<file path="src/rtl/decoder_result_streamer_pkg.sv">
// Shared definitions for decoder_result_streamer: geometry derivation,
// stream word width, HDR1 field offsets and the streaming FSM state type.
// The HDR1 offsets are also what host readout software decodes against.
package decoder_result_streamer_pkg;

  localparam int OUT_WIDTH = 32;

  // HDR1 word layout: {iteration[7:0], deadlock, final_cardinality, 6'b0, drop[7:0], 8'h00}
  localparam int HDR1_ITER_LSB       = 24;
  localparam int HDR1_DEADLOCK_BIT   = 23;
  localparam int HDR1_FINAL_CARD_BIT = 22;
  localparam int HDR1_DROP_LSB       = 8;

  typedef enum logic [2:0] {
    ST_IDLE  = 3'd0,
    ST_HDR0  = 3'd1,
    ST_HDR1  = 3'd2,
    ST_ROOTS = 3'd3,
    ST_TRL   = 3'd4
  } stream_state_e;

  function automatic int calc_measurement_rounds(input int dist_x, input int dist_z);
    return (dist_x > dist_z) ? dist_x : dist_z;
  endfunction

  function automatic int calc_pu_count(input int dist_x, input int dist_z);
    return dist_x * dist_z * calc_measurement_rounds(dist_x, dist_z);
  endfunction

  // Each root address holds one coordinate per axis of the 3-D grid.
  function automatic int calc_address_width(input int dist_x, input int dist_z);
    return 3 * $clog2(calc_measurement_rounds(dist_x, dist_z));
  endfunction

  function automatic logic [OUT_WIDTH-1:0] pack_hdr1(input logic [7:0] iter,
                                                     input logic       dead,
                                                     input logic       fcard,
                                                     input logic [7:0] drops);
    logic [OUT_WIDTH-1:0] word;
    word = '0;
    word[HDR1_ITER_LSB +: 8]      = iter;
    word[HDR1_DEADLOCK_BIT]       = dead;
    word[HDR1_FINAL_CARD_BIT]     = fcard;
    word[HDR1_DROP_LSB +: 8]      = drops;
    return word;
  endfunction

endpackage

</file>
<file path="src/rtl/decoder_result_streamer_snapshot_reg.sv">
// result_snapshot_reg: rising-edge detect on the decoder's result_valid level
// and a capture-enabled register bank holding one decoder result. The bank
// only loads while load_en is high so an in-flight frame is never disturbed.
module result_snapshot_reg #(
  parameter int ROOTS_WIDTH = 900
) (
  input  logic                   clk,
  input  logic                   reset,
  input  logic                   result_valid,
  input  logic                   load_en,
  input  logic [ROOTS_WIDTH-1:0] roots,
  input  logic [7:0]             iteration_counter,
  input  logic [31:0]            cycle_counter,
  input  logic                   deadlock,
  input  logic                   final_cardinality,
  output logic                   capture,
  output logic [ROOTS_WIDTH-1:0] roots_snap,
  output logic [7:0]             iter_snap,
  output logic [31:0]            cycles_snap,
  output logic                   deadlock_snap,
  output logic                   final_card_snap
);

  logic result_valid_q;

  // A held result level produces exactly one capture pulse.
  assign capture = result_valid & ~result_valid_q;

  // Edge-detect history plus snapshot bank, loaded only on an accepted capture.
  always_ff @(posedge clk) begin
    if (!reset) begin
      result_valid_q  <= 1'b0;
      roots_snap      <= '0;
      iter_snap       <= '0;
      cycles_snap     <= '0;
      deadlock_snap   <= 1'b0;
      final_card_snap <= 1'b0;
    end else begin
      result_valid_q <= result_valid;
      if (capture && load_en) begin
        roots_snap      <= roots;
        iter_snap       <= iteration_counter;
        cycles_snap     <= cycle_counter;
        deadlock_snap   <= deadlock;
        final_card_snap <= final_cardinality;
      end
    end
  end

endmodule

</file>
<file path="src/rtl/decoder_result_streamer.sv">
// decoder_result_streamer: snapshots each new decoder result and streams it
// as 32-bit beats (HDR0, HDR1, one ROOTS beat per PU) over valid/ready/last.
// Results arriving while a frame is in flight are counted in drop_count.
// Optional build macro RESULT_STREAM_CHECKSUM_EN appends a TRL beat carrying
// the XOR of every earlier beat of the frame; out_last then moves to TRL.
module decoder_result_streamer
  import decoder_result_streamer_pkg::*;
#(
  parameter  int CODE_DISTANCE_X    = 5,
  parameter  int CODE_DISTANCE_Z    = 4,
  localparam int MEASUREMENT_ROUNDS = calc_measurement_rounds(CODE_DISTANCE_X, CODE_DISTANCE_Z),
  localparam int PU_COUNT           = calc_pu_count(CODE_DISTANCE_X, CODE_DISTANCE_Z),
  localparam int ADDRESS_WIDTH      = calc_address_width(CODE_DISTANCE_X, CODE_DISTANCE_Z)
) (
  input  logic                              clk,
  input  logic                              reset,
  input  logic                              result_valid,
  input  logic [ADDRESS_WIDTH*PU_COUNT-1:0] roots,
  input  logic [7:0]                        iteration_counter,
  input  logic [31:0]                       cycle_counter,
  input  logic                              deadlock,
  input  logic                              final_cardinality,
  output logic [OUT_WIDTH-1:0]              out_data,
  output logic                              out_valid,
  input  logic                              out_ready,
  output logic                              out_last,
  output logic                              busy,
  output logic [7:0]                        drop_count
);

  localparam int IDX_W = $clog2(PU_COUNT + 1);

  // Root beats carry a 16-bit index and a zero-extended address.
  if (ADDRESS_WIDTH > 16 || PU_COUNT > 65535) begin : g_width_check
    $error("decoder_result_streamer: ADDRESS_WIDTH must be <= 16 and PU_COUNT <= 65535");
  end

  stream_state_e              state_reg, state_next;
  logic [IDX_W-1:0]           idx_reg, idx_next;
  logic [7:0]                 drop_count_reg, drop_count_next;
  logic [7:0]                 hdr_drop_reg, hdr_drop_next;
  logic                       xfer;
  logic                       last_root;

  logic                              capture;
  logic [ADDRESS_WIDTH*PU_COUNT-1:0] roots_snap;
  logic [7:0]                        iter_snap;
  logic [31:0]                       cycles_snap;
  logic                              deadlock_snap;
  logic                              final_card_snap;

  result_snapshot_reg #(
    .ROOTS_WIDTH(ADDRESS_WIDTH*PU_COUNT)
  ) u_snapshot (
    .clk              (clk),
    .reset            (reset),
    .result_valid     (result_valid),
    .load_en          (state_reg == ST_IDLE),
    .roots            (roots),
    .iteration_counter(iteration_counter),
    .cycle_counter    (cycle_counter),
    .deadlock         (deadlock),
    .final_cardinality(final_cardinality),
    .capture          (capture),
    .roots_snap       (roots_snap),
    .iter_snap        (iter_snap),
    .cycles_snap      (cycles_snap),
    .deadlock_snap    (deadlock_snap),
    .final_card_snap  (final_card_snap)
  );

  // Unpack the flat snapshot into per-PU root addresses for the beat mux.
  logic [ADDRESS_WIDTH-1:0] root_array [PU_COUNT];
  for (genvar gi = 0; gi < PU_COUNT; gi++) begin : g_root_unpack
    assign root_array[gi] = roots_snap[gi*ADDRESS_WIDTH +: ADDRESS_WIDTH];
  end

  assign last_root  = (idx_reg == IDX_W'(PU_COUNT - 1));
  assign xfer       = out_valid & out_ready;
  assign busy       = out_valid;
  assign drop_count = drop_count_reg;

`ifdef RESULT_STREAM_CHECKSUM_EN
  logic [OUT_WIDTH-1:0] csum_reg;

  // Running XOR of transferred beats; restarts when a new frame is accepted.
  always_ff @(posedge clk) begin
    if (!reset) begin
      csum_reg <= '0;
    end else if (capture && state_reg == ST_IDLE) begin
      csum_reg <= '0;
    end else if (xfer) begin
      csum_reg <= csum_reg ^ out_data;
    end
  end
`endif

  // Results that arrive with a frame in flight are lost; count them, saturating.
  always_comb begin
    drop_count_next = drop_count_reg;
    if (capture && state_reg != ST_IDLE && drop_count_reg != 8'hFF) begin
      drop_count_next = drop_count_reg + 8'd1;
    end
  end

  // Next-state, beat mux and framing; the state only advances on a transfer so
  // data and last hold steady under backpressure.
  always_comb begin
    state_next    = state_reg;
    idx_next      = idx_reg;
    hdr_drop_next = hdr_drop_reg;
    out_valid     = (state_reg != ST_IDLE);
    out_data      = '0;
    out_last      = 1'b0;
    case (state_reg)
      ST_IDLE: begin
        if (capture) begin
          state_next = ST_HDR0;
        end
      end
      ST_HDR0: begin
        out_data = cycles_snap;
        if (xfer) begin
          state_next    = ST_HDR1;
          // Freeze the drop count as it stands when HDR1 is first presented.
          hdr_drop_next = drop_count_next;
        end
      end
      ST_HDR1: begin
        out_data = pack_hdr1(iter_snap, deadlock_snap, final_card_snap, hdr_drop_reg);
        if (xfer) begin
          state_next = ST_ROOTS;
          idx_next   = '0;
        end
      end
      ST_ROOTS: begin
        out_data = {16'(idx_reg), 16'(root_array[idx_reg])};
`ifndef RESULT_STREAM_CHECKSUM_EN
        out_last = last_root;
`endif
        if (xfer) begin
          if (last_root) begin
            idx_next = '0;
`ifdef RESULT_STREAM_CHECKSUM_EN
            state_next = ST_TRL;
`else
            state_next = ST_IDLE;
`endif
          end else begin
            idx_next = idx_reg + IDX_W'(1);
          end
        end
      end
`ifdef RESULT_STREAM_CHECKSUM_EN
      ST_TRL: begin
        out_data = csum_reg;
        out_last = 1'b1;
        if (xfer) begin
          state_next = ST_IDLE;
        end
      end
`endif
      default: begin
        state_next = ST_IDLE;
      end
    endcase
  end

  // State, index and counter registers.
  always_ff @(posedge clk) begin
    if (!reset) begin
      state_reg      <= ST_IDLE;
      idx_reg        <= '0;
      drop_count_reg <= '0;
      hdr_drop_reg   <= '0;
    end else begin
      state_reg      <= state_next;
      idx_reg        <= idx_next;
      drop_count_reg <= drop_count_next;
      hdr_drop_reg   <= hdr_drop_next;
    end
  end

endmodule

</file>
<file path="config.mk">
export PLATFORM = sky130hd
export DESIGN_NAME = decoder_result_streamer
export DESIGN_NICKNAME = d
export VERILOG_FILES = /design/src/rtl/decoder_result_streamer_pkg.sv /design/src/rtl/decoder_result_streamer_snapshot_reg.sv /design/src/rtl/decoder_result_streamer.sv
export SDC_FILE = /design/constraint.sdc
export NUM_CORES = 2
export LEC_CHECK = 0
export BUFFER_PORTS_ARGS = -buffer_cell sky130_fd_sc_hd__buf_2
export CAP_MARGIN = 0
export CORE_AREA = 3 3 385 387
export CTS_CLUSTER_SIZE = 10
export DETAILED_ROUTE_END_ITERATION = 6
export DIE_AREA = 0 0 388 390
export HOLD_SLACK_MARGIN = 0.02
export SYNTH_ARGS = -nofsm -noshare
export SYNTH_HDL_FRONTEND = slang
export SYNTH_SLANG_ARGS = --single-unit
</file>
<file path="constraint.sdc">
create_clock -name clk -period 3.65 [get_ports clk]
set_input_delay 0.5475 -clock clk [delete_from_list [all_inputs] [get_ports clk]]
set_output_delay 0.5475 -clock clk [all_outputs]
set_load 0.02 [all_outputs]
</file>
* Word level (Yosys, flattened, before mapping)
Cells that the tools add are included.
Widths: inputs -> output; s select.
** Storage, ports and cells
- Word-level logic and storage cells :: 52
- Output and inout port bits :: 43
- Bits in registers :: 969
- Input port bits :: 946
** Cells by class
- Eq/ne operators :: 10
- Multiplexer cells :: 16
- Order comparisons :: 1
- Reduce and logical (&&, ||, !) cells :: 9
- Add/sub/neg operators :: 2
- Bitwise operators :: 4
** Operators by type and width (count)
- $pmux 32 s3 :: 1
- $bmux 9 s7 :: 1
- $mux 7 :: 3
- $mux 9 :: 2
- $mux 3 :: 5
- $pmux 7 s2 :: 1
- $pmux 3 s4 :: 1
- $ne 2x2->1 const B :: 5
- $add 8x1->8 const B :: 1
- $ge 8x8->1 const B :: 1
- $mux 8 :: 1
- $ne 8x8->1 const B :: 1
- $not 7->8 :: 1
- $add 7x1->7 const B :: 1
- $eq 7x7->1 const B :: 1
- $eq 3x2->1 const B :: 2
- $reduce_and 5->1 :: 1
- $eq 3x1->1 const B :: 1
- $logic_and 1x1->1 :: 3
- $logic_not 3->1 :: 1
- $reduce_and 3->1 :: 1
- $reduce_bool 3->1 :: 1
- $and 1x1->1 :: 2
- $reduce_and 2->1 :: 1
- 3 further kinds :: 3

* Depth between registers and ports, before layout
- Depth after elaboration :: 5
- Gate-level depth with buffers :: 11
- Depth with buffers taken out :: 8

* Cells and area by module
A second synthesis with hierarchy kept.
** Unflattened totals
- Cells, all modules :: 4867
- Area total of the unflattened synthesis :: 46022.9 µm²
** By module, submodules not included
- result_snapshot_reg :: cells each 4087, times used 1, area an instance 37165.6 µm²
- decoder_result_streamer :: cells each 780, times used 1, area an instance 8857.2 µm²

* Worst setup path before layout
OpenSTA, ideal clock, no wires.
- Path type :: flip-flop to output port
- Start :: reg idx_reg[0]
- End :: out out_data[5]
- Slack :: 0.614 ns
- Arrival time :: 2.488 ns
- Stages on the path, launching flop included :: 9
- Path buffers :: 3
- Required time :: 3.102 ns
- Cell sequence :: dfxtp_1 buf_6 buf_2 buf_4 mux4_2 mux4_2 o21ai_0 o21ai_0 nand4b_1
** Between the ends
- Cells in the longest elaborated chain, start to end :: 5
** Ends and longest elaborated chain
- start, declared :: RTL line decoder_result_streamer.sv:39 : logic [IDX_W-1:0] idx_reg, idx_next;
- start signal, assigned :: RTL line decoder_result_streamer.sv:178 : idx_reg <= idx_next;
- $not 7->8 (implied by the code) :: RTL line decoder_result_streamer.sv:137 : out_data = {16'(idx_reg), 16'(root_array[idx_reg])};
- $bmux 9 s7 :: RTL line decoder_result_streamer.sv:137
- $mux 9 (implied by the code) (2 in a row) :: RTL line decoder_result_streamer.sv:137
- $pmux 32 s3 :: RTL line decoder_result_streamer.sv:115 : case (state_reg)
- end, declared :: RTL line decoder_result_streamer.sv:23 : output logic [OUT_WIDTH-1:0] out_data,
No other way between the ends. The select of a mux whose other input is x is not followed.

* Final worst setup path
- Start :: reg idx_reg[0]
- End :: out out_data[4]
The elaborated chain is that of the path after synthesis.

==> reports/results.ini <==
[logic_synthesis]
post-synth-top-count-cell=nand2_1
synthCells=4845
synthAdderAreaFrac_pct=0.215
ys_seq_area_share_pct=47.6
async_flop_share_pct=0
synth_edf_count=0
yosys.area_share.simple_pct=19.1
yosysTopAreaCell=dfxtp_1
synth_flop_cell=dfxtp_1
synth_cell_types=54
synth-compound-area-share_pct=14.4
synth.area.top_cells=dfxtp_1 (48%), nand2_1 (18%), mux4_2 (12%)
yosysTopAreaCellShare_pct=47.6
avgSynthCellArea_sq_um=8.40
yosys-top-cells-count=nand2_1 (1911), dfxtp_1 (968), a21oi_1 (967), clkbuf_1 (339), mux4_2 (215)
synth_mux_area_share_pct=14.2
syn-num-nets=5798
ys_ff_latch=968
synthXorXnorAreaFrac_pct=0.258
syn_area_sq_um=40700
synth_top_family_by_area=simple AND/OR/NAND/NOR gates
yosys_warnings=0

[cells_and_area]
fillers=14364
post-route-util_pct=39.7
top_regs=u_snapshot.roots_snap x900, u_snapshot.cycles_snap x32
drive_gt1_share_pct=26.5
largest_reg_flops=900
syn_to_final_growth_pct=41.6
nets=7185
postLayoutCellArea_sq_um=57700
largest-register=u_snapshot.roots_snap

[sta]
finalMaxSlewViolations=0
timing.fmax_mhz=233
final_min_period_over_clock_period_pct=118
tightest_slew_ps=902
tns_ps=-4850
finalSetupViolCount=9
fin_crit_ps=4300
rsz0062_at_grt=yes
hold_violations=0
timing.final.ws_setup_ps=-647
relSlewSlack_pct=39.9
finalClockSkew_ps=49.9

[grt]
grtUsageTotal_pct=24.0
gr-total-overflow=0
antenna_found_initial=21
grt_pass1_wl_um=270000
grt_pass1_vias=40805
grt_max_degree=137

[outcome]
status=finished, violations left
violations=negative setup slack

[drt]
vias=41310
drt_first_pass_iters=6
wirelength_um=190000
ant_nets=0
drtIter0Drc=3475
drc=0
wl_per_cell_um=23.1
via_per_inst=5.04

[floorplanning]
rows=140
die_h_um=390
die_x_um=388
num_io_pins=989
core-area_sq_um=145000
dieArea_sq_um=151000
start_util_pct=28.0

[clocking]
cts_tree=yes
cts_max_path_buffers=3
clkLatencyLatePin_ps=750
htreeDepth=3
cts-buffers-inserted=114
clockRootBuffer=clkbuf_16
path_clk_slew_ps=60
cts.sinks=968

[pwr]
p_per_area_nw_per_um2=542
leakagePower_nw=22.2
ir_drop_v=0.000436
finalPower_mw=31.2

[critical_path]
end_kind=primary output
critical_path.max_stage_delay_ps=580
arrival_ps=3750
critPathMaxFanout=5
path_class=reg -> out
critical_path_buf_inv_count=5
cp-start-kind=flop
critPathRequiredTime_ps=3100
crit_path_top_delay_cell=mux4_2
crit_family=multiplexers
worstPathCellList=buf_12 > buf_16 > mux4_2 > mux4_2 > o21ai_1 > buf_4 > o21ai_0 > nand4b_1 > buf_4 > buf_6

[run]
max-cap-violations=0

[placed_design]
portBuffers=988
pre_cts_slack_ps=-614
place.gp.congestion=0.925
dpl_cell_area_sq_um=48400
hpwl_um=143000

[hold_path]
hold_class=in -> reg

==> tightest hold or removal path, delay by kind of cell <==
kind,cells,cell delay [ps]
compound gates,1,60
simple gates,1,70
buf+inv,1,100
==> cells by family (layout without fill, tap and decap cells) <==
family | after synthesis | in the layout
xor gates and xnor gates | 12 | 12
AOI/OAI and AO/OA | 1102 | 1102
adders and majority gates | 7 | 7
muxes | 309 | 309
DFF | 968 | 968
buffers and inverters | 415 | 1844
other | 0 | 13
and+or+nand+nor | 2032 | 2032
==> cells in the final DEF (no fill, tap or decap), types with 5 or more instances in the layout <==
| cell type | netlist | layout |
|---|---|---|
| ha_1 | 7 | 6 |
| a21oi_1 | 967 | 956 |
| buf_6 | 5 | 27 |
| o21ai_0 | 15 | 8 |
| nor2_1 | 64 | 61 |
| diode_2 | 0 | 13 |
| xnor2_1 | 9 | 9 |
| a21oi_2 | 0 | 9 |
| o211ai_1 | 5 | 5 |
| clkbuf_8 | 0 | 9 |
| buf_4 | 18 | 138 |
| clkinv_2 | 0 | 7 |
| a22oi_1 | 38 | 33 |
| buf_8 | 0 | 8 |
| clkbuf_16 | 0 | 117 |
| o21ai_2 | 0 | 5 |
| dlygate4sd3_1 | 0 | 462 |
| buf_16 | 0 | 7 |
| nand2_1 | 1911 | 1909 |
| a22oi_2 | 0 | 5 |
| dfxtp_4 | 0 | 5 |
| a211oi_1 | 15 | 10 |
| o221ai_1 | 17 | 15 |
| mux4_2 | 215 | 215 |
| buf_2 | 35 | 979 |
| mux2i_2 | 0 | 5 |
| mux2_2 | 10 | 8 |
| dfxtp_1 | 968 | 963 |
| mux2i_1 | 84 | 75 |
| nand3_1 | 10 | 9 |
| or3_1 | 9 | 7 |
| nand3b_1 | 5 | 5 |
| buf_12 | 0 | 55 |
| nor2b_1 | 6 | 6 |
| clkbuf_1 | 339 | 16 |
| o22ai_1 | 9 | 9 |
==> report_power, final <==
part	internal, mW	total (mW)	leakage [nW]	switching, mW
registers	12.1	13.0	7.93	0.944
logic	2.99	7.75	12.7	4.76
clock network	5.92	10.5	1.61	4.53
==> layout make-up <==
class,count,area [sq um],share of cell area [%]
multi-input cells,3462,20100,34.9
flip-flops and latches,968,19400,33.6
repair buffers,1679,12400,21.4
clock buffers,140,3060,5.31
well taps,1917,2400,4.16
clock inverters,18,248,0.430
inverters,7,33.8,0.0586
diodes,13,32.5,0.0564
==> path summary, 6_finish.rpt <==
kind	startpoint	to	slack, ps	cells past startpoint
setup reg to reg	state_reg[0]$_SDFFE_PN0P_	u_snapshot.roots_snap[477]$_SDFFE_PN0P_	980	9
hold / removal	roots[391]	u_snapshot.roots_snap[391]$_SDFFE_PN0P_	80	3
hold reg to reg	u_snapshot.roots_snap[166]$_SDFFE_PN0P_	u_snapshot.roots_snap[166]$_SDFFE_PN0P_	450	2
setup / recovery	idx_reg[0]$_SDFFE_PN0P_	out_data[4]	-650	10
==> per-layer routing <==
| metal | global-route usage, % | part of all wire [%] | up-vias |
|---|---|---|---|
| li1 | - | - | 19144 |
| met1 | 30.7 | 41 | 20014 |
| met2 | 39.3 | 47 | 1714 |
| met3 | 4.34 | 6.9 | 426 |
| met4 | 11.6 | 5.4 | 12 |
| met5 | 0 | 0.046 | - |
==> what timing repair did <==
item | 4_1_cts | 5_1_grt
gates resized for setup | 118 | 66
endpoints found under the setup margin | 9 | 9
hold buffers | 462 | 0
setup buffers | 29 | 23
pin swaps | 20 | 33
gates cloned | 6 | 1
hold endpoints to repair | 462 | 0
==> through the flow <==
step / hold WS, ps / std cells
floorplan: 433 / 4845
global placement: 439 / 7523
finish: 81.2 / 8204
global route: 36.5 / 8193
CTS: 20.1 / 8176
detailed placement: 443 / 7523
Note: power is estimated with default switching activity, not from simulation.
